==> src/rtl/alu_accumulator.sv <==
// alu_accumulator: 8-bit accumulator ALU (ADD/ADC/SUB/LOAD) with a three-state IDLE/EXEC/DONE sequencer
module eightBitAdder (
    input  logic [7:0] x,
    input  logic [7:0] y,
    input  logic       c_in,
    output logic [7:0] sum,
    output logic       c_out,
    output logic       overflow
);
    assign {c_out, sum} = {1'b0, x} + {1'b0, y} + {8'b0, c_in};
    assign overflow = (x[7] == y[7]) && (sum[7] != x[7]);
endmodule

module alu_accumulator (
    input  logic       clk,
    input  logic       reset,
    input  logic       start,
    input  logic [1:0] op,
    input  logic [7:0] operand,
    output logic [7:0] acc,
    output logic       carry_flag,
    output logic       overflow_flag,
    output logic       zero_flag,
    output logic       negative_flag,
    output logic       busy,
    output logic       done
);
    localparam logic [1:0] IDLE = 2'b00;
    localparam logic [1:0] EXEC = 2'b01;
    localparam logic [1:0] DONE = 2'b10;
    localparam logic [1:0] OP_ADC  = 2'b01;
    localparam logic [1:0] OP_SUB  = 2'b10;
    localparam logic [1:0] OP_LOAD = 2'b11;

    logic [1:0] state;
    logic [1:0] op_r;
    logic [7:0] operand_r;
    logic [7:0] y;
    logic       c_in;
    logic [7:0] sum;
    logic       c_out;
    logic       ovf;
    logic [7:0] result;

    eightBitAdder u_adder (
        .x        (acc),
        .y        (y),
        .c_in     (c_in),
        .sum      (sum),
        .c_out    (c_out),
        .overflow (ovf)
    );

    // SUB is acc + ~operand + 1; ADC chains in the carry held from the previous op
    always_comb begin
        y      = (op_r == OP_SUB) ? ~operand_r : operand_r;
        c_in   = (op_r == OP_SUB) ? 1'b1 : (op_r == OP_ADC) ? carry_flag : 1'b0;
        result = (op_r == OP_LOAD) ? operand_r : sum;
    end

    assign busy = (state == EXEC) || (state == DONE);
    assign done = (state == DONE);

    // Sequencer: latch request in IDLE, commit result and flags in EXEC, pulse done in DONE
    always_ff @(posedge clk or posedge reset) begin
        if (reset) begin
            state         <= IDLE;
            op_r          <= 2'b00;
            operand_r     <= 8'h00;
            acc           <= 8'h00;
            carry_flag    <= 1'b0;
            overflow_flag <= 1'b0;
            zero_flag     <= 1'b0;
            negative_flag <= 1'b0;
        end else if (state == IDLE) begin
            if (start) begin
                op_r      <= op;
                operand_r <= operand;
                state     <= EXEC;
            end
        end else if (state == EXEC) begin
            acc           <= result;
            carry_flag    <= (op_r == OP_LOAD) ? 1'b0 : c_out;
            overflow_flag <= (op_r == OP_LOAD) ? 1'b0 : ovf;
            zero_flag     <= (result == 8'h00);
            negative_flag <= result[7];
            state         <= DONE;
        end else begin
            state <= IDLE;
        end
    end
endmodule

==> config.mk <==
export PLATFORM = sky130hd
export DESIGN_NAME = alu_accumulator
export DESIGN_NICKNAME = d
export VERILOG_FILES = /design/src/rtl/alu_accumulator.sv
export SDC_FILE = /design/constraint.sdc
export NUM_CORES = 1
export LEC_CHECK = 0
export BUFFER_PORTS_ARGS = -buffer_cell sky130_fd_sc_hd__buf_4
export CORE_ASPECT_RATIO = 1.5
export CORE_MARGIN = 5
export CORE_UTILIZATION = 51
export DETAILED_ROUTE_END_ITERATION = 6
export PLACE_DENSITY = 0.85
export SLEW_MARGIN = 15
export SYNTH_ARGS = -nofsm -noshare
export SYNTH_HDL_FRONTEND = slang
export SYNTH_HIERARCHICAL = 1
export SYNTH_SLANG_ARGS = --single-unit
==> constraint.sdc <==
create_clock -name clk -period 9 [get_ports clk]
set_clock_uncertainty 0.15 [all_clocks]
set_input_delay 0.9 -clock clk [delete_from_list [all_inputs] [get_ports clk]]
set_output_delay 0.9 -clock clk [all_outputs]
set_load 0.1 [all_outputs]
After elaboration in Yosys (flattened, before gate mapping)
Index checks and enable logic that the tools add are counted.
{"block": "totals", "in_bits": 13, "regBits": 24}
{"block": "op_classes", "add_sub_neg": 2, "mux": 9, "n_bitwise": 2, "n_eq_ne": 8, "reduce_logical": 6}
{"cell": "$mux W8", "count": 2}
{"cell": "$add A8 B8 Y9", "count": 1}
{"cell": "$add A9 B1 Y9", "count": 1}
{"cell": "$logic_not A8 Y1", "count": 1}
{"cell": "$not A8 Y8", "count": 1}
{"cell": "$eq A2 B2 Y1 const B", "count": 3}
{"cell": "$mux W2", "count": 3}
{"cell": "$eq A2 B1 Y1 const B", "count": 2}
{"cell": "$mux W1", "count": 4}
{"cell": "$reduce_and A2 Y1", "count": 2}
{"cell": "$logic_not A2 Y1", "count": 1}
{"cell": "$ne A2 B2 Y1 const B", "count": 1}
{"cell": "$eq A1 B1 Y1", "count": 1}
{"cell": "$logic_and A1 B1 Y1", "count": 1}
{"cell": "$logic_or A1 B1 Y1", "count": 1}
{"cell": "$ne A1 B1 Y1", "count": 1}
{"cell": "$not A1 Y1", "count": 1}

Depth between registers and ports, before layout
Gate-level depths: netlist of the first run.
{"block": "logic_depth", "ltp_word": 7, "ltp_mapped": 12, "mapped_depth_nobuf": 11}

Hierarchy
Netlist of the first run, hierarchy kept.
{"mod": "alu_accumulator", "n_inst": 1, "seq_area_each_um2": 575.6, "cells_per_inst": 102, "area_each_um2": 1136.1}
{"mod": "eightBitAdder", "n_inst": 1, "seq_area_each_um2": 0.0, "cells_per_inst": 42, "area_each_um2": 336.6}

Worst setup path before layout of the first run
OpenSTA, ideal clock, no wires.
{"block": "synth_timing", "kind": "register to register", "from": "register carry_flag", "to": "register zero_flag", "setup_time_ns": 0.130, "t_required_ns": 8.720, "path_slack_ns": 5.997, "stages_incl_launch_ff": 12, "synth_period_minus_slack_ns": 3.003, "arrival_time_ns": 2.724, "cell_sequence": "dfrtp_1 > nand2_1 > o21ai_0 > fa_1 > fa_1 > a21oi_1 > o211ai_1 > a21oi_1 > xnor2_1 > nor2b_1 > nand4_1 > o221ai_2"}
{"block": "synth_via", "elab_chain_cells": 5}
{"element": "start, declared", "line": "21", "text": "output logic carry_flag,"}
{"element": "start signal, assigned", "line": "83", "text": "carry_flag <= (op_r == OP_LOAD) ? 1'b0 : c_out;"}
{"element": "$mux W1 (2 in series)", "line": "57", "text": "c_in = (op_r == OP_SUB) ? 1'b1 : (op_r == OP_ADC) ? carry_flag : 1'b0;"}
{"element": "net c_in", "line": "39", "text": "logic c_in;"}
{"element": "$add A9 B1 Y9", "line": "10", "text": "assign {c_out, sum} = {1'b0, x} + {1'b0, y} + {8'b0, c_in};"}
{"element": "net sum[6]", "line": "40", "text": "logic [7:0] sum;"}
{"element": "$mux W8", "line": "58", "text": "result = (op_r == OP_LOAD) ? operand_r : sum;"}
{"element": "$logic_not A8 Y1", "line": "85", "text": "zero_flag <= (result == 8'h00);"}
{"element": "end signal, assigned", "line": "85"}
{"element": "end, declared", "line": "23", "text": "output logic zero_flag,"}
The timed path passes the listed nets, and every way through them passes these cells.
A chain may end at the register's enable or synchronous reset.

Worst setup path after layout of the first run
{"block": "layout_timing", "from": "register op_r[0]", "to": "register zero_flag"}
{"block": "layout_via", "elab_chain_cells": 6, "word_cells_on_any_way": 10, "cone_classes": "add/sub (2); eq/ne (3); mux (4); reduce/logical (1)"}
{"element": "start, declared", "line": "36", "text": "logic [1:0] op_r;"}
{"element": "start signal, assigned", "line": "77", "text": "op_r <= op;"}
{"element": "$eq A2 B1 Y1", "line": "57"}
{"element": "$mux W1", "line": "57"}
{"element": "$mux W1 *", "line": "57"}
{"element": "net c_in", "line": "39"}
{"element": "$add A9 B1 Y9 *", "line": "10"}
{"element": "net sum[6]", "line": "40"}
{"element": "$mux W8 *", "line": "58"}
{"element": "$logic_not A8 Y1 *", "line": "85"}
Mark *: on every way through the listed nets, which the timed path passes. The rest lies on a longest branch.

==> results of run 1 <==
[kinds of logic after synthesis]
group | after synthesis | synth area share
adder cells (fa/ha/maj) | 12 | 0.1122
flip-flops | 23 | 0.3908
AO/OA/AOI/OAI | 28 | 0.1198
XOR/XNOR | 13 | 0.07732
multiplexers | 19 | 0.1385
AND/OR/NAND/NOR | 35 | 0.1139
buffers and inverters | 14 | 0.04757
[per-layer routing]
metal	share of wire	global-route usage
met4	0.029	0.09375
met3	0.026	0.02348
met1	0.40	0.1980
met5	0	0
met2	0.55	0.3208
[metrics by stage]
step	area, µm²	hold slack, ps	util	std cells
final	1725	378.0	0.6048	208
after global placement	1680	355.7	0.5890	204
after floorplan	1473	340.9	-	144
after global routing	1725	445.0	0.6048	208
after CTS	1725	379.5	0.6048	208
after detailed placement	1680	367.4	0.5890	204
[worst max path at each step]
| stage | startpoint | end | slack [ps] | cells past startpoint |
|---|---|---|---|---|
| 2_1_floorplan | carry_flag | zero_flag | 6000 | 11 |
| 3_3_place_gp | op_r[0] | zero_flag | 5840 | 11 |
| 3_5_place_dp | op_r[0] | zero_flag | 5650 | 11 |
| 4_1_cts | op_r[0] | zero_flag | 5630 | 11 |
| 5_1_grt | op_r[0] | zero_flag | 5360 | 11 |
| 6_report | op_r[0] | zero_flag | 5570 | 11 |
[cells in the final DEF (no fill, tap or decap)]
| master | instances |
|---|---|
| a211oi_1 | 1 |
| a21o_1 | 1 |
| a21oi_1 | 13 |
| buf_4 | 26 |
| clkbuf_1 | 1 |
| clkbuf_8 | 3 |
| dfrtp_1 | 23 |
| fa_1 | 2 |
| ha_1 | 10 |
| inv_1 | 9 |
| mux2_1 | 1 |
| mux2_2 | 10 |
| mux2i_1 | 8 |
| nand2_1 | 4 |
| nand2_2 | 2 |
| nand2b_1 | 1 |
| nand3_1 | 3 |
| nand4_1 | 1 |
| nor2_1 | 13 |
| nor2b_1 | 3 |
| nor3_1 | 4 |
| nor4_1 | 3 |
| o211ai_1 | 1 |
| o21ai_0 | 4 |
| o21ai_1 | 3 |
| o21bai_2 | 1 |
| o221ai_2 | 1 |
| o22ai_2 | 1 |
| o31ai_1 | 2 |
| or3_1 | 1 |
| xnor2_1 | 12 |
| xor2_1 | 1 |
[area by class of cell]
type                       instances  share of cell area
sequential                        23              0.3336
clock buffer                       4             0.02611
tap                               39             0.02828
inverter                           9             0.01958
timing repair buffer              26              0.1131
multi-input combinational        107              0.4793
[state kept, by name, indices dropped and copies added (netlist names)]
name           count
op_r               2
operand_r          8
state              2
acc                8
carry_flag         1
zero_flag          1
overflow_flag      1
[critical path, stage by stage, from the launching register on]
cell and delay, ps:
dfrtp_1 410, nand2b_1 450, o21ai_0 270, fa_1 510
fa_1 430, a21oi_1 290, o211ai_1 140, a21oi_1 200
xnor2_1 160, nor2b_1 70, nand4_1 110, o221ai_2 90
==> flow_metrics.py, run 1 <==
metrics = {
    "routing": {
        "routed_wl_um": 3274,
        "drt-initial-drc-count": 25,
        "avgRoutedWirePerCell_um": 15.74,
        "route.detailed.drc": 0,
        "vias_per_cell": 5.577,
        "ant_nets": 0,
        "via_count": 1160,
        "dr.pass1.iters": 4,
    },
    "finish": {
        "num-fill-cells": 243,
        "antenna_cells": 0,
        "multi_input_area_um2": 827.0,
        "register_area_um2": 575.6,
        "drive_gt1_frac": 0.2604,
        "area_growth_pct": 17.16,
        "layout.nets": 195,
    },
    "yosys": {
        "synth-seq-cells": 23,
        "ys_top_cells_by_area": "dfrtp_1, ha_1, mux2_2, xnor2_1, mux2i_1",
        "yosysUniqueCellTypes": 32,
        "syn_inst": 144,
        "synth_edf_count": 0,
        "synth_top_area_frac": 0.3908,
        "synth_nets": 169,
        "ys_warn_count": 6,
        "yosys.area.top_type": "dfrtp_1",
        "synth.most_common_cell": "dfrtp_1",
        "synthArstFlopShare": 1.000,
        "syn_area_mm2": 0.001473,
        "synth_top_flop_cell": "dfrtp_1",
        "seq_area_frac_synth": 0.3908,
        "synthTopCellsByCount": "dfrtp_1, a21oi_1, nor2_1",
        "syn_area_per_cell_um2": 10.23,
    },
    "setup_path": {
        "r2r_slack_ps": 5570,
        "worstPathArrival_ps": 3400,
        "path_max_fanout": 9,
        "reg2reg_to": "zero_flag",
        "worstRegToRegCells": 11,
        "cp-start-kind": "register",
        "end_kind": "register",
        "worstSetupPathType": "register to register",
        "required_ps": 8970,
        "timing.rr.start": "op_r[0]",
    },
    "sta": {
        "tightestPinTransition_ps": 832.3,
        "fin_crit_sh": 0.3811,
        "fmax_mhz": 291.6,
        "slew_violations": 0,
        "hold_viol_final": 0,
        "setup_tns_ps": 0,
        "slew_headroom": 0.4445,
        "setup_slack_ps": 5570,
        "setup_viol": 0,
        "rsz0062_at_grt": "no",
        "period_minus_slack_ps": 3430,
    },
    "clocking": {
        "cts_max_level": 1,
        "numCtsBuffers": 3,
        "cts_tree": "built",
        "post_cts_buffers": 0,
        "cts.clk_slew.worst_paths_ps": 80,
        "cts-root-buf": "clkbuf_8",
        "cts_resized": 0,
        "clkSinkCount": 23,
        "clk_latency_ps": 270,
        "clockBufferDepth": 2,
        "hold_buffers": 0,
    },
    "global_routing": {
        "grt_antenna_before_repair": 0,
        "grt_max_degree": 25,
        "grtUsageTotal": 0.1782,
        "grt_first_pass_wirelength_um": 5299,
        "grt_pass1_vias": 1221,
        "gr-total-overflow": 0,
    },
    "worst_hold_path": {
        "hold_class": "register to register",
        "min_to": "overflow_flag",
        "min_path_cells": 2,
        "holdCritStartpoint": "overflow_flag",
    },
    "placement": {
        "port_buffers": 26,
        "place_ws_ps": 5647,
        "dp_hpwl_um": 2511,
        "place_congestion": 0.9931,
    },
    "floorplan": {
        "io_pins": 27,
        "dieArea_mm2": 0.004085,
        "core_area_mm2": 0.002853,
        "dieHeight_um": 75.82,
        "num_rows": 24,
        "start_util": 0.5162,
        "fp.dieW_um": 53.88,
    },
    "run": {
        "max_cap_viol_count": 0,
    },
    "status": {
        "status": "completed",
    },
}
Power of run 1 is left out: the tool's default activity adds up to more than one toggle a clock period on the data nets, which glitch-free logic cannot reach.
==> inputs of run 2 (changes only) <==
--- a/config.mk
+++ b/config.mk
@@ -8,7 +8,7 @@
 export BUFFER_PORTS_ARGS = -buffer_cell sky130_fd_sc_hd__buf_4
 export CORE_ASPECT_RATIO = 1.5
 export CORE_MARGIN = 5
-export CORE_UTILIZATION = 51
+export CORE_UTILIZATION = 49
 export DETAILED_ROUTE_END_ITERATION = 6
 export PLACE_DENSITY = 0.85
 export SLEW_MARGIN = 15
==> constraint.sdc (replaced) <==
create_clock -name clk -period 2.8 [get_ports clk]
set_clock_uncertainty 0.15 [all_clocks]
set_input_delay 0.28 -clock clk [delete_from_list [all_inputs] [get_ports clk]]
set_output_delay 0.28 -clock clk [all_outputs]
set_load 0.1 [all_outputs]
==> flow_metrics.py, run 2 (same netlist as run 1, synthesis figures left out) <==
metrics = {
    "routing": {
        "route.detailed.drc": 0,
        "avgRoutedWirePerCell_um": 16.64,
        "routed_wl_um": 3560,
        "ant_nets": 0,
        "drt-initial-drc-count": 31,
        "via_count": 1219,
        "vias_per_cell": 5.696,
        "dr.pass1.iters": 4,
    },
    "floorplan": {
        "core_area_mm2": 0.002913,
        "io_pins": 27,
        "dieArea_mm2": 0.004224,
        "start_util": 0.5056,
        "fp.dieW_um": 54.76,
        "dieHeight_um": 77.14,
        "num_rows": 24,
    },
    "setup_path": {
        "required_ps": 2800,
        "worstRegToRegCells": 12,
        "worstSetupPathType": "register to register",
        "r2r_slack_ps": 100,
        "crit_cells": 12,
        "crit_start": "op_r[0]",
        "path_common_cell": "fa_2",
        "timing.rr.start": "op_r[0]",
        "worstPathArrival_ps": 2690,
        "crit_buf_inv": 1,
        "cp-start-kind": "register",
        "path_max_fanout": 4,
        "cp-endpoint": "zero_flag",
        "end_kind": "register",
        "cpMaxStageDelayCell": "fa_2",
        "reg2reg_to": "zero_flag",
        "slowest_delay_ps": 410,
        "cp_top_family": "adder cells",
        "crit_chain": "buf_4, nand2_1, o21ai_1, fa_2, fa_2, a21oi_4, o211ai_1, a21oi_2, xnor2_1, nor2b_1, nand4_1, o221ai_2",
    },
    "sta": {
        "fin_crit_sh": 0.9629,
        "slew_violations": 0,
        "fmax_mhz": 370.9,
        "hold_viol_final": 0,
        "setup_tns_ps": 0,
        "period_minus_slack_ps": 2696,
        "fin_hold_ws_ps": 52.20,
        "setup_viol": 0,
        "slew_headroom": 0.4085,
        "tightestPinTransition_ps": 886.3,
    },
    "finish": {
        "multi_input_area_um2": 868.3,
        "register_area_um2": 576.8,
        "antenna_cells": 0,
        "area_growth_pct": 23.11,
        "layout.nets": 201,
        "num-fill-cells": 246,
        "largest_registers": "acc: 8 flops, operand_r: 8 flops",
        "final_common_cell": "buf_4",
        "utilization": 0.6224,
        "final_cell_mix": "buf_4, dfrtp_1, nor2_1",
        "drive_gt1_frac": 0.3314,
        "stdcell_count": 214,
    },
    "global_routing": {
        "grt_max_degree": 24,
        "grtUsageTotal": 0.1914,
        "grt_antenna_before_repair": 0,
        "grt_pass1_vias": 1384,
        "grt_first_pass_wirelength_um": 6016,
        "gr-total-overflow": 0,
    },
    "clocking": {
        "clk_latency_ps": 260,
        "cts_tree": "built",
        "cts-root-buf": "clkbuf_8",
        "cts.clk_slew.worst_paths_ps": 80,
        "hold_buffers": 0,
        "clkSinkCount": 23,
        "numCtsBuffers": 3,
        "cts_max_level": 1,
        "clockBufferDepth": 2,
    },
    "placement": {
        "dp_hpwl_um": 2596,
        "port_buffers": 26,
        "place_congestion": 0.9213,
        "dpl.cell_count": 209,
    },
    "run": {
        "max_cap_viol_count": 0,
    },
    "status": {
        "status": "completed",
    },
    "worst_hold_path": {
        "hold_class": "primary input to asynchronous set/reset pin",
    },
}
[run 2: worst min path at each step]
stage	startpoint	to	slack [ps]	cells past startpoint
2_1_floorplan	reset	acc[0]	130	1
4_1_cts	reset	operand_r[1]	80	2
5_1_grt	start	state[1]	80	2
6_report	reset	operand_r[1]	50	2
3_5_place_dp	start	state[1]	360	2
3_3_place_gp	reset	operand_r[7]	330	2
[run 2: timing repair]
action                     4_1_cts  5_1_grt
gates cloned                     0        0
pin swaps                        0        5
resized for setup                2        5
setup endpoints to repair        1        2
buffers inserted                 0        1
[run 2: layer usage]
metal  track usage  share of wire  up-vias
met3       0.03101          0.038       22
met4        0.1397          0.054        0
met1        0.1985           0.35      597
met5             0              0        -
met2        0.3223           0.56       35
li1              -              -      565
[run 2: final cells by class]
type | instances | share of cell area
multi-input combinational | 107 | 0.4790
sequential | 23 | 0.3182
timing repair buffer | 32 | 0.1325
tap | 39 | 0.02692
clock buffer | 4 | 0.02484
inverter | 9 | 0.01863
[run 2: through the flow]
step	cell area, µm²	worst slack, ps
finish	1813	103.9
floorplan	1483	60.46
detailed placement	1728	19.25
CTS	1783	12.93
global placement	1728	104.8
global route	1813	-28.92
Power of run 2 is left out for the same reason.
==> inputs of run 3 (changes only) <==
--- a/config.mk
+++ b/config.mk
@@ -8,11 +8,10 @@
 export BUFFER_PORTS_ARGS = -buffer_cell sky130_fd_sc_hd__buf_4
 export CORE_ASPECT_RATIO = 1.5
 export CORE_MARGIN = 5
-export CORE_UTILIZATION = 49
+export CORE_UTILIZATION = 50
 export DETAILED_ROUTE_END_ITERATION = 6
-export PLACE_DENSITY = 0.85
+export PLACE_DENSITY = 0.86
 export SLEW_MARGIN = 15
 export SYNTH_ARGS = -nofsm -noshare
 export SYNTH_HDL_FRONTEND = slang
-export SYNTH_HIERARCHICAL = 1
 export SYNTH_SLANG_ARGS = --single-unit
==> flow_metrics.py, run 3 <==
metrics = {
    "floorplan": {
        "fp.dieW_um": 55.52,
        "dieArea_mm2": 0.004346,
        "num_rows": 24,
        "io_pins": 27,
        "start_util": 0.5281,
        "dieHeight_um": 78.28,
        "core_area_mm2": 0.002943,
    },
    "sta": {
        "slew_violations": 0,
        "hold_viol_final": 0,
        "setup_viol": 0,
        "fin_hold_ws_ps": 49.81,
        "slew_headroom": 0.4110,
        "tightestPinTransition_ps": 882.6,
        "fin_crit_sh": 0.9808,
        "fmax_mhz": 364.2,
        "rsz0062_at_grt": "yes",
        "period_minus_slack_ps": 2746,
    },
    "yosys": {
        "synthTopCellsByCount": "dfrtp_1, mux2_2, nand2_1",
        "ys_top_cells_by_area": "dfrtp_1, mux2_2, ha_1, xnor2_1, nand2_1",
        "syn_area_mm2": 0.001554,
        "synth-seq-cells": 23,
        "synthArstFlopShare": 1.000,
        "syn_inst": 148,
        "synth_top_flop_cell": "dfrtp_1",
        "synth_edf_count": 0,
        "synth.most_common_cell": "dfrtp_1",
        "synth_nets": 173,
        "yosys.area.top_type": "dfrtp_1",
        "synth_top_area_frac": 0.3704,
        "ys_warn_count": 0,
        "syn_area_per_cell_um2": 10.50,
        "seq_area_frac_synth": 0.3704,
        "yosysUniqueCellTypes": 47,
    },
    "setup_path": {
        "worstRegToRegCells": 9,
        "worstPathArrival_ps": 2760,
        "required_ps": 2820,
        "reg2reg_to": "zero_flag",
        "cp-start-kind": "register",
        "path_max_fanout": 6,
        "timing.rr.start": "op_r[0]",
        "end_kind": "register",
        "worstSetupPathType": "register to register",
        "r2r_slack_ps": 50,
    },
    "finish": {
        "area_growth_pct": 24.48,
        "antenna_cells": 0,
        "final_common_cell": "buf_4",
        "layout.nets": 206,
        "final_cell_mix": "buf_4, dfrtp_1, nand2_1, mux2_2, ha_1",
        "drive_gt1_frac": 0.3722,
        "register_area_um2": 579.3,
        "largest_registers": "acc: 8 flops, operand_r: 8 flops",
        "num-fill-cells": 265,
        "stdcell_count": 219,
        "multi_input_area_um2": 975.9,
    },
    "worst_hold_path": {
        "hold_class": "primary input to asynchronous set/reset pin",
    },
    "routing": {
        "drt-initial-drc-count": 30,
        "routed_wl_um": 3630,
        "ant_nets": 0,
        "avgRoutedWirePerCell_um": 16.58,
        "via_count": 1287,
        "vias_per_cell": 5.877,
        "route.detailed.drc": 0,
        "dr.pass1.iters": 4,
    },
    "status": {
        "status": "completed",
    },
    "global_routing": {
        "grt_pass1_vias": 1292,
        "grt_first_pass_wirelength_um": 5954,
        "grt_max_degree": 24,
        "grtUsageTotal": 0.1706,
        "gr-total-overflow": 0,
        "grt_antenna_before_repair": 0,
    },
    "clocking": {
        "cts_max_level": 1,
        "cts_tree": "built",
        "cts-root-buf": "clkbuf_8",
        "clockBufferDepth": 2,
        "clk_latency_ps": 270,
        "hold_buffers": 0,
        "cts.clk_slew.worst_paths_ps": 90,
        "numCtsBuffers": 3,
        "clkSinkCount": 23,
    },
    "placement": {
        "dp_hpwl_um": 2768,
        "port_buffers": 26,
        "place_congestion": 0.9360,
        "dpl.cell_count": 214,
    },
    "run": {
        "max_cap_viol_count": 0,
    },
}
## run 3: cell types whose count changed after synthesis, moves of 4 or more
| cell | before | now |
|---|---|---|
| a21oi_1 | 13 | 3 |
| mux2i_1 | 8 | 0 |
| nor2_1 | 13 | 8 |
| clkbuf_1 | 0 | 4 |
| nand2_1 | 4 | 12 |
## run 3: worst max path at each step
stage / slack, ps / cells past startpoint / to / from
floorplan: 10 / 11 / zero_flag / op_r[0]
global placement: 70 / 10 / zero_flag / op_r[0]
detailed placement: -50 / 10 / zero_flag / op_r[0]
CTS: 10 / 10 / zero_flag / op_r[0]
global route: -50 / 10 / zero_flag / op_r[0]
finish: 50 / 9 / zero_flag / op_r[0]
## run 3: timing repair
action | in CTS | in global routing
pin swaps | 1 | 7
cloned | 0 | 0
gates resized for setup | 2 | 9
buffers inserted | 0 | 1
endpoints found under the setup margin | 2 | 3
## run 3: area by class of cell
| class | instances | share of cell area |
|---|---|---|
| Tap cell | 39 | 0.02523 |
| Timing Repair Buffer | 34 | 0.1339 |
| Multi-Input combinational cell | 112 | 0.5045 |
| Inverter | 7 | 0.01358 |
| Sequential cell | 23 | 0.2995 |
| Clock buffer | 4 | 0.02329 |
## run 3: critical path, stage by stage, from the launching register on
cell	delay [ps]
dfrtp_1	400
nand2b_4	190
buf_4	170
xnor2_1	120
ha_1	340
or2_1	260
o311a_4	170
a22oi_2	180
mux2_4	330
o41ai_2	320
## run 3: per-layer routing
layer  vias to the layer above  global-route usage  wire (µm)
met5                         -                   0          0
met4                         0             0.08759        120
met3                        11             0.02299        114
met2                        32              0.3104       2013
met1                       644              0.1916       1381
li1                        600                   -          -
## run 3: through the flow
stage	utilization	TNS, ps	area [µm²]	worst slack [ps]
floorplan	-	0	1559	14.18
global placement	0.6207	0	1827	68.04
detailed placement	0.6207	-65.64	1827	-54.31
CTS	0.6395	0	1882	14.65
global route	0.6573	-75.15	1934	-46.99
finish	0.6573	0	1934	53.90
## run 3: kinds of logic after synthesis
logic type	Yosys count	share of synthesized area
flops	23	0.3704
simple gates	38	0.1240
mux	14	0.1039
xor+xnor	11	0.06200
fa+ha+maj	12	0.1063
buf+inv	13	0.03462
compound gates	37	0.1989
Power of run 3 is left out for the same reason.
